$ cat config.mk
export PLATFORM = sky130hd
export DESIGN_NAME = zoom_scaler_flat
export DESIGN_NICKNAME = d
export VERILOG_FILES = /design/src/rtl/coproc_pkg.sv /design/src/rtl/zoom_scaler_if.sv /design/src/rtl/line_buffer.sv /design/src/rtl/zoom_scaler.sv /design/src/flat_wrapper.sv
export SDC_FILE = /design/constraint.sdc
export NUM_CORES = 2
export LEC_CHECK = 0
export ABC_AREA = 1
export ABC_CLOCK_PERIOD_IN_PS = 2500
export BUFFER_PORTS_ARGS = -buffer_cell sky130_fd_sc_hd__buf_2
export CAP_MARGIN = 10
export CORE_UTILIZATION = 30
export DETAILED_ROUTE_END_ITERATION = 10
export HOLD_SLACK_MARGIN = 0.02
export SLEW_MARGIN = 20
export SYNTH_ARGS = -nofsm -noshare
export SYNTH_HDL_FRONTEND = slang
export SYNTH_SLANG_ARGS = --single-unit
$ cat constraint.sdc
create_clock -name clk -period 2.5 [get_ports clk]
set_clock_uncertainty 0.1 [all_clocks]
set_input_delay 0.125 -clock clk [delete_from_list [all_inputs] [get_ports clk]]
set_output_delay 0.125 -clock clk [all_outputs]
set_load 0.005 [all_outputs]
$ cat src/rtl/coproc_pkg.sv
// Shared coprocessor image-path definitions: default geometry, zoom FSM states
// and derived output frame size.
package coproc_pkg;

    localparam int DEF_IMG_WIDTH   = 160;
    localparam int DEF_IMG_HEIGHT  = 120;
    localparam int DEF_ZOOM_FACTOR = 4;
    localparam int OUT_WIDTH       = DEF_IMG_WIDTH * DEF_ZOOM_FACTOR;
    localparam int OUT_HEIGHT      = DEF_IMG_HEIGHT * DEF_ZOOM_FACTOR;

    typedef enum logic [2:0] {IDLE, FETCH, DRAIN, EMIT, FIN} zs_state_e;

    // Counter width that stays >= 1 bit even for a range of one.
    function automatic int cnt_w(input int n);
        return (n > 1) ? $clog2(n) : 1;
    endfunction

endpackage

$ cat src/rtl/zoom_scaler_if.sv
// Control, source-memory and output-stream signals of the zoom scaler.
// master = scaler side, slave = memory model / downstream / controller side.
interface zoom_scaler_if
    import coproc_pkg::*;
#(
    parameter int IMG_WIDTH   = DEF_IMG_WIDTH,
    parameter int IMG_HEIGHT  = DEF_IMG_HEIGHT,
    parameter int ZOOM_FACTOR = DEF_ZOOM_FACTOR
);
    localparam int XW  = $clog2(IMG_WIDTH);
    localparam int YW  = $clog2(IMG_HEIGHT);
    localparam int OXW = $clog2(IMG_WIDTH * ZOOM_FACTOR);
    localparam int OYW = $clog2(IMG_HEIGHT * ZOOM_FACTOR);

    logic           start, busy, done;
    logic           flow_enabled;
    logic [XW-1:0]  x_img;
    logic [YW-1:0]  y_img;
    logic           pixel_in_valid;
    logic [7:0]     pixel_in;
    logic           out_valid, out_ready, out_last;
    logic [7:0]     out_pixel;
    logic [OXW-1:0] out_x;
    logic [OYW-1:0] out_y;

    modport master (
        input  start, pixel_in_valid, pixel_in, out_ready,
        output busy, done, flow_enabled, x_img, y_img,
               out_valid, out_pixel, out_x, out_y, out_last
    );
    modport slave (
        output start, pixel_in_valid, pixel_in, out_ready,
        input  busy, done, flow_enabled, x_img, y_img,
               out_valid, out_pixel, out_x, out_y, out_last
    );
endinterface

$ cat src/rtl/line_buffer.sv
// One-row pixel store: simple dual-port RAM, synchronous write, registered read
// with write-first forwarding on an address collision.
module line_buffer #(
    parameter int DEPTH = 160,
    parameter int AW    = $clog2(DEPTH)
) (
    input  logic          clk,
    input  logic          reset,
    input  logic          wr_en,
    input  logic [AW-1:0] wr_addr,
    input  logic [7:0]    wr_data,
    input  logic          rd_en,
    input  logic [AW-1:0] rd_addr,
    output logic [7:0]    rd_data
);
    logic [7:0] mem [DEPTH];

    always_ff @(posedge clk)
        if (wr_en) mem[wr_addr] <= wr_data;

    always_ff @(posedge clk)
        if (reset)      rd_data <= '0;
        else if (rd_en) rd_data <= (wr_en && wr_addr == rd_addr) ? wr_data : mem[rd_addr];
endmodule

$ cat src/rtl/zoom_scaler.sv
// Nearest-neighbour zoom: fetch one source row into a line buffer, then replay
// it ZOOM_FACTOR times with each pixel repeated ZOOM_FACTOR times.
module zoom_scaler
    import coproc_pkg::*;
#(
    parameter int IMG_WIDTH   = DEF_IMG_WIDTH,
    parameter int IMG_HEIGHT  = DEF_IMG_HEIGHT,
    parameter int ZOOM_FACTOR = DEF_ZOOM_FACTOR
) (
    input logic           clk,
    input logic           reset,
    zoom_scaler_if.master bus
);
    localparam int XW  = $clog2(IMG_WIDTH);
    localparam int YW  = $clog2(IMG_HEIGHT);
    localparam int OXW = $clog2(IMG_WIDTH * ZOOM_FACTOR);
    localparam int OYW = $clog2(IMG_HEIGHT * ZOOM_FACTOR);
    localparam int RW  = cnt_w(ZOOM_FACTOR);

    localparam logic [XW-1:0]  X_MAX  = XW'(IMG_WIDTH - 1);
    localparam logic [YW-1:0]  Y_MAX  = YW'(IMG_HEIGHT - 1);
    localparam logic [RW-1:0]  R_MAX  = RW'(ZOOM_FACTOR - 1);
    localparam logic [OXW-1:0] OX_MAX = OXW'(IMG_WIDTH * ZOOM_FACTOR - 1);
    localparam logic [OYW-1:0] OY_MAX = OYW'(IMG_HEIGHT * ZOOM_FACTOR - 1);

    zs_state_e     state;
    logic [XW-1:0] src_x, cap_idx, rd_addr;
    logic [RW-1:0] rep_x, rep_y;
    logic          cap_vld, hs, row_end, wr_en, rd_en;
    logic [7:0]    rd_data;

    assign hs      = bus.out_valid && bus.out_ready;
    assign row_end = (bus.out_x == OX_MAX);
    assign wr_en   = cap_vld && bus.pixel_in_valid;
    assign rd_en   = (state == DRAIN) || (state == EMIT && hs);
    assign bus.out_pixel = rd_data;

    // Read address is the column shown after the pending handshake, so the
    // registered read keeps up at one pixel per cycle.
    always_comb begin
        rd_addr = src_x;
        if (state == EMIT && rep_x == R_MAX)
            rd_addr = (src_x == X_MAX) ? '0 : src_x + 1'b1;
    end

    line_buffer #(.DEPTH(IMG_WIDTH), .AW(XW)) u_line_buffer (
        .clk     (clk),
        .reset   (reset),
        .wr_en   (wr_en),
        .wr_addr (cap_idx),
        .wr_data (bus.pixel_in),
        .rd_en   (rd_en),
        .rd_addr (rd_addr),
        .rd_data (rd_data)
    );

    always_ff @(posedge clk) begin
        if (reset) begin
            state            <= IDLE;
            bus.busy         <= 1'b0;
            bus.done         <= 1'b0;
            bus.flow_enabled <= 1'b0;
            bus.out_valid    <= 1'b0;
            bus.out_last     <= 1'b0;
            bus.x_img        <= '0;
            bus.y_img        <= '0;
            bus.out_x        <= '0;
            bus.out_y        <= '0;
            src_x            <= '0;
            rep_x            <= '0;
            rep_y            <= '0;
            cap_vld          <= 1'b0;
            cap_idx          <= '0;
        end else begin
            // Memory answers one cycle after the address: remember which column.
            cap_vld  <= bus.flow_enabled;
            cap_idx  <= bus.x_img;
            bus.done <= 1'b0;
            case (state)
                IDLE: if (bus.start) begin
                    state            <= FETCH;
                    bus.busy         <= 1'b1;
                    bus.flow_enabled <= 1'b1;
                    bus.x_img        <= '0;
                    bus.y_img        <= '0;
                    bus.out_x        <= '0;
                    bus.out_y        <= '0;
                    src_x            <= '0;
                    rep_x            <= '0;
                    rep_y            <= '0;
                end
                FETCH: if (bus.x_img == X_MAX) begin
                    bus.x_img        <= '0;
                    bus.flow_enabled <= 1'b0;
                    state            <= DRAIN;
                end else begin
                    bus.x_img <= bus.x_img + 1'b1;
                end
                DRAIN: begin
                    state         <= EMIT;
                    bus.out_valid <= 1'b1;
                    bus.out_last  <= (bus.out_x == OX_MAX) && (bus.out_y == OY_MAX);
                end
                EMIT: if (hs) begin
                    if (rep_x == R_MAX) begin
                        rep_x <= '0;
                        src_x <= (src_x == X_MAX) ? '0 : src_x + 1'b1;
                    end else begin
                        rep_x <= rep_x + 1'b1;
                    end
                    if (!row_end) begin
                        bus.out_x    <= bus.out_x + 1'b1;
                        bus.out_last <= (bus.out_y == OY_MAX) && (bus.out_x + 1'b1 == OX_MAX);
                    end else begin
                        bus.out_x <= '0;
                        if (rep_y != R_MAX) begin
                            rep_y        <= rep_y + 1'b1;
                            bus.out_y    <= bus.out_y + 1'b1;
                            bus.out_last <= (OX_MAX == '0) && (bus.out_y + 1'b1 == OY_MAX);
                        end else begin
                            rep_y         <= '0;
                            bus.out_valid <= 1'b0;
                            bus.out_last  <= 1'b0;
                            if (bus.y_img == Y_MAX) begin
                                state    <= FIN;
                                bus.done <= 1'b1;
                            end else begin
                                bus.y_img        <= bus.y_img + 1'b1;
                                bus.out_y        <= bus.out_y + 1'b1;
                                bus.flow_enabled <= 1'b1;
                                state            <= FETCH;
                            end
                        end
                    end
                end
                FIN: begin
                    state    <= IDLE;
                    bus.busy <= 1'b0;
                end
                default: state <= IDLE;
            endcase
        end
    end
endmodule

$ cat src/flat_wrapper.sv
// flat-port wrapper written by rule: the top's interface ports become plain ports
module zoom_scaler_flat import coproc_pkg::*;
#(
    parameter int IMG_WIDTH   = DEF_IMG_WIDTH,
    parameter int IMG_HEIGHT  = DEF_IMG_HEIGHT,
    parameter int ZOOM_FACTOR = DEF_ZOOM_FACTOR
)
  (clk, reset, bus_start, bus_pixel_in_valid, bus_pixel_in, bus_out_ready, bus_busy, bus_done, bus_flow_enabled, bus_x_img, bus_y_img, bus_out_valid, bus_out_pixel, bus_out_x, bus_out_y, bus_out_last);
  zoom_scaler_if #(.IMG_WIDTH(IMG_WIDTH), .IMG_HEIGHT(IMG_HEIGHT), .ZOOM_FACTOR(ZOOM_FACTOR)) bus_i ();
  input logic clk;
  input logic reset;
  input wire logic [$bits(bus_i.start)-1:0] bus_start;
  input wire logic [$bits(bus_i.pixel_in_valid)-1:0] bus_pixel_in_valid;
  input wire logic [$bits(bus_i.pixel_in)-1:0] bus_pixel_in;
  input wire logic [$bits(bus_i.out_ready)-1:0] bus_out_ready;
  output wire logic [$bits(bus_i.busy)-1:0] bus_busy;
  output wire logic [$bits(bus_i.done)-1:0] bus_done;
  output wire logic [$bits(bus_i.flow_enabled)-1:0] bus_flow_enabled;
  output wire logic [$bits(bus_i.x_img)-1:0] bus_x_img;
  output wire logic [$bits(bus_i.y_img)-1:0] bus_y_img;
  output wire logic [$bits(bus_i.out_valid)-1:0] bus_out_valid;
  output wire logic [$bits(bus_i.out_pixel)-1:0] bus_out_pixel;
  output wire logic [$bits(bus_i.out_x)-1:0] bus_out_x;
  output wire logic [$bits(bus_i.out_y)-1:0] bus_out_y;
  output wire logic [$bits(bus_i.out_last)-1:0] bus_out_last;
  assign bus_i.start = bus_start;
  assign bus_i.pixel_in_valid = bus_pixel_in_valid;
  assign bus_i.pixel_in = bus_pixel_in;
  assign bus_i.out_ready = bus_out_ready;
  assign bus_busy = bus_i.busy;
  assign bus_done = bus_i.done;
  assign bus_flow_enabled = bus_i.flow_enabled;
  assign bus_x_img = bus_i.x_img;
  assign bus_y_img = bus_i.y_img;
  assign bus_out_valid = bus_i.out_valid;
  assign bus_out_pixel = bus_i.out_pixel;
  assign bus_out_x = bus_i.out_x;
  assign bus_out_y = bus_i.out_y;
  assign bus_out_last = bus_i.out_last;
  zoom_scaler #(.IMG_WIDTH(IMG_WIDTH), .IMG_HEIGHT(IMG_HEIGHT), .ZOOM_FACTOR(ZOOM_FACTOR)) u_core (.clk(clk), .reset(reset), .bus(bus_i));
endmodule
==> impl_metrics.tcl <==
set metrics [dict create \
    status "finished, violations left" \
    violations "negative setup slack" \
    peakVddDrop_mv 0.751 \
    gp_congestion 0.921 \
    required_ns 3.07 \
    yosysMostFrequentCell "nand2_1" \
    area_delta_synth_final_pct 26.9 \
    switching_power_w 0.0105 \
    syn_inst 5354 \
    grt_overflow 0 \
    final_nets 5854 \
    diodes 0 \
    h-tree-depth 4 \
    crit_start "u_core.rep_x[0]$_SDFFE_PP0P_" \
    synth.top_cell.area_share 0.663 \
    holdWs_ns 0.174 \
    r2r_setup_slack_ns -0.49 \
    setup_tns_ns -3.64 \
    dieWidth_um 442 \
    grtUsageTotal 0.179 \
    setup_viol 8 \
    crit_path_end_kind "flip-flop" \
    vias 43400 \
    crit_path_end "u_core.u_line_buffer.rd_data[4]$_SDFFE_PP0P_" \
    io_buffer_count 59 \
    whs_path_depth 4 \
    cp.arrival_ns 3.57 \
    rr_worst_depth 19 \
    die_y_um 442 \
    cts_buffers 144 \
    worstMarginPinSlew_ns 0.793 \
    synth.largest_area_cell "edfxtp_1" \
    wl_per_cell_um 21.8 \
    fin_cells 8472 \
    rsz0062_at_grt "yes" \
    max_freq_mhz 334 \
    critical_path_depth 19 \
    drive_above_1_share 0.192 \
    placementRows 161 \
    grt_pass1_wl_um 266000 \
    placed_area_um2 64600 \
    drc 0 \
    grt_max_degree 63 \
    r2r_end "u_core.u_line_buffer.rd_data[4]$_SDFFE_PP0P_" \
    crit_fanout 8 \
    hold_viol 0 \
    p_int_w 0.0376 \
    slowest_stage "dfxtp_2" \
    io_pins 60 \
    ys_async_sr_fraction 0 \
    path_class "flip-flop to flip-flop" \
    synthTopCellsByCount "nand2_1 (1434), edfxtp_1 (1280), nand3_1 (1111)" \
    min_period_over_period 1.20 \
    path_cells "ha_4 -> nand4_4 -> buf_12 -> nand2_8 -> nand2_8 -> buf_12 -> clkbuf_16 -> clkbuf_16 -> buf_4 -> o211ai_1 -> nand3_1 -> nand3_1 -> nand3_1 -> nand3_4 -> nand3_4 -> nand3_4 -> nand2_1 -> nand2_1 -> a21oi_2" \
    power_density_nw_per_um2 653 \
    fin_area_um2 73600 \
    pwr-share-clk 0.438 \
    detail-route-antenna-nets 0 \
    ys_seq_area_frac 0.687 \
    maxSlewViolCount 0 \
    synth_edf_count 1280 \
    synthFlopType "edfxtp_1" \
    worst_slack_ns -0.492 \
    grt_pass1_vias 41600 \
    cp-start-kind "flip-flop" \
    wirelength_um 185000 \
    ys_ff_latch 1351 \
    dr.first_iter.drc_count 5040 \
    slew_headroom 0.472 \
    path_buf_inv 5 \
    tritoncts "done" \
    postSynthAreaPerCell_um2 10.8 \
    max_stage_delay_ns 0.35 \
    swShare 0.217 \
    yosysWarnings 0 \
    core-area_um2 192000 \
    min_path_type "input pin to flip-flop" \
    syn-num-nets 5375 \
    antenna_found_initial 1 \
    pre_cts_ws_ns -1.05 \
    power_leakage_nw 27.6 \
    syn_area_um2 58000 \
    synth_cell_types 53 \
    clk_pin_slew_ns 0.06 \
    clock-sinks 1351 \
    root_buffer "clkbuf_16" \
    clk-insertion-delay-late_ns 0.79 \
    power_frac_comb 0.042 \
    dp.cells 8082 \
    dr.pass1.iters 6 \
    cap_violations 0 \
    dieArea_um2 195000 \
    critPathTopFamily "simple AND/OR/NAND/NOR gates" \
    start_util 0.302 \
    clock_path_buffers 3 \
    power_frac_seq 0.520 \
    layout_min_cycle_time_ns 2.99 \
    timing.rr.start "u_core.rep_x[0]$_SDFFE_PP0P_" \
    via_per_inst 5.13 \
    dpl.hpwl_um 110000 \
    synth_area_leaders "edfxtp_1 (66%), nand3_1 (9.6%), nand2_1 (9.3%)" \
]
power groups by stage:
stage / Combinational [W] / Clock [W] / Sequential, W
floorplan: 0.000585 / 0 / 0.0254
global placement: 0.00177 / 0 / 0.0255
detailed placement: 0.00178 / 0 / 0.0255
CTS: 0.00190 / 0.0213 / 0.0250
global route: 0.00216 / 0.0221 / 0.0250
finish: 0.00202 / 0.0210 / 0.0250
through the flow:
| stage | util | total power (W) |
|---|---|---|
| 6_report | 0.383 | 0.0481 |
| 5_1_grt | 0.383 | 0.0493 |
| 4_1_cts | 0.371 | 0.0482 |
| 3_5_place_dp | 0.336 | 0.0272 |
| 3_3_place_gp | 0.336 | 0.0272 |
| 2_1_floorplan | - | 0.0260 |
tightest hold or removal path, stage by stage:
cell and delay (ns):
dlygate4sd3_1 0.54, buf_2 0.14, nor2_1 0.14, a311oi_1 0.07
state kept, by name, summed over array words and instances (netlist names):
register                      count
u_core.bus.out_last               1
u_core.bus.out_y                  9
u_core.bus.out_valid              1
u_core.bus.flow_enabled           1
u_core.cap_vld                    1
u_core.bus.done                   1
u_core.bus.y_img                  7
u_core.u_line_buffer.mem       1280
u_core.state                      3
u_core.rep_x                      2
u_core.bus.busy                   1
u_core.rep_y                      2
u_core.src_x                      8
u_core.cap_idx                    8
u_core.bus.x_img                  8
u_core.u_line_buffer.rd_data      8
u_core.bus.out_x                 10
worst min-delay path by stage:
stage	start	to	slack, ns
6_report	bus_start	u_core.state[0]$_SDFFE_PP0P_	0.17
2_1_floorplan	bus_pixel_in[0]	u_core.u_line_buffer.mem[0][0]$_DFFE_PP_	0.12
3_5_place_dp	u_core.bus.out_y[7]$_SDFFE_PP0P_	u_core.bus.out_y[7]$_SDFFE_PP0P_	0.37
3_3_place_gp	u_core.rep_y[1]$_SDFFE_PP0P_	u_core.rep_y[1]$_SDFFE_PP0P_	0.36
5_1_grt	bus_start	u_core.state[0]$_SDFFE_PP0P_	0.17
4_1_cts	bus_start	u_core.state[0]$_SDFFE_PP0P_	0.10
logic make-up (layout without fill, tap and decap cells):
group                      count (synthesis)  in the layout  synth area share
muxes                                      1              1          0.000173
and+or+nand+nor                         2809           2809             0.207
DFF                                     1351           1351             0.687
adders and majority gates                  8              8           0.00173
AOI/OAI and AO/OA                        477            477            0.0485
xor gates and xnor gates                  14             14           0.00211
buffers and inverters                    694           1286            0.0530
area by class of cell:
type / count / area, um2
Tap cell: 2526 / 3160
Multi-Input combinational cell: 3309 / 16700
Clock inverter: 72 / 706
Sequential cell: 1351 / 39900
Inverter: 341 / 1320
Timing Repair Buffer: 686 / 7970
Fill cell: 18200 / 119000
Clock buffer: 187 / 3890
layer usage:
layer / vias up / share of wire / global-route usage
met2: 2104 / 0.46 / 0.285
met4: 2 / 0.039 / 0.0716
met3: 384 / 0.089 / 0.0339
met1: 21300 / 0.41 / 0.240
li1: 19700 / - / -
met5: - / 0.000070 / 0
placed cells by master, fill, tap and decap left out, types with 6 or more instances in the layout:
cell type | Yosys | routed
nand2_2 | 2 | 20
nand3_2 | 0 | 124
nand3_4 | 0 | 54
clkinv_2 | 0 | 21
buf_16 | 0 | 43
clkbuf_16 | 0 | 179
o21ai_0 | 132 | 122
buf_4 | 46 | 402
dfxtp_2 | 0 | 6
buf_2 | 207 | 51
bufinv_16 | 0 | 10
a21oi_2 | 3 | 13
inv_6 | 0 | 8
o22ai_1 | 7 | 7
buf_12 | 0 | 95
bufbuf_16 | 0 | 6
nand3_1 | 1111 | 933
xor2_1 | 13 | 13
buf_8 | 0 | 6
o21ai_1 | 27 | 36
nor2_2 | 1 | 8
a21oi_1 | 164 | 153
inv_1 | 333 | 332
dlygate4sd3_1 | 0 | 11
edfxtp_1 | 1280 | 1280
clkbuf_1 | 88 | 36
buf_6 | 4 | 41
o211ai_1 | 114 | 114
clkinv_1 | 2 | 26
nor3_1 | 14 | 10
dfxtp_1 | 71 | 65
nand2_1 | 1434 | 1412
nor2_1 | 231 | 219
what timing repair did:
action,4_1_cts,5_1_grt
setup buffers,30,38
pin swaps,53,100
hold endpoints to repair,1225,0
resized for setup,222,237
gates cloned,21,36
endpoints found under the setup margin,13,20
hold buffers,11,0
Note: power is estimated with default switching activity, not from simulation.
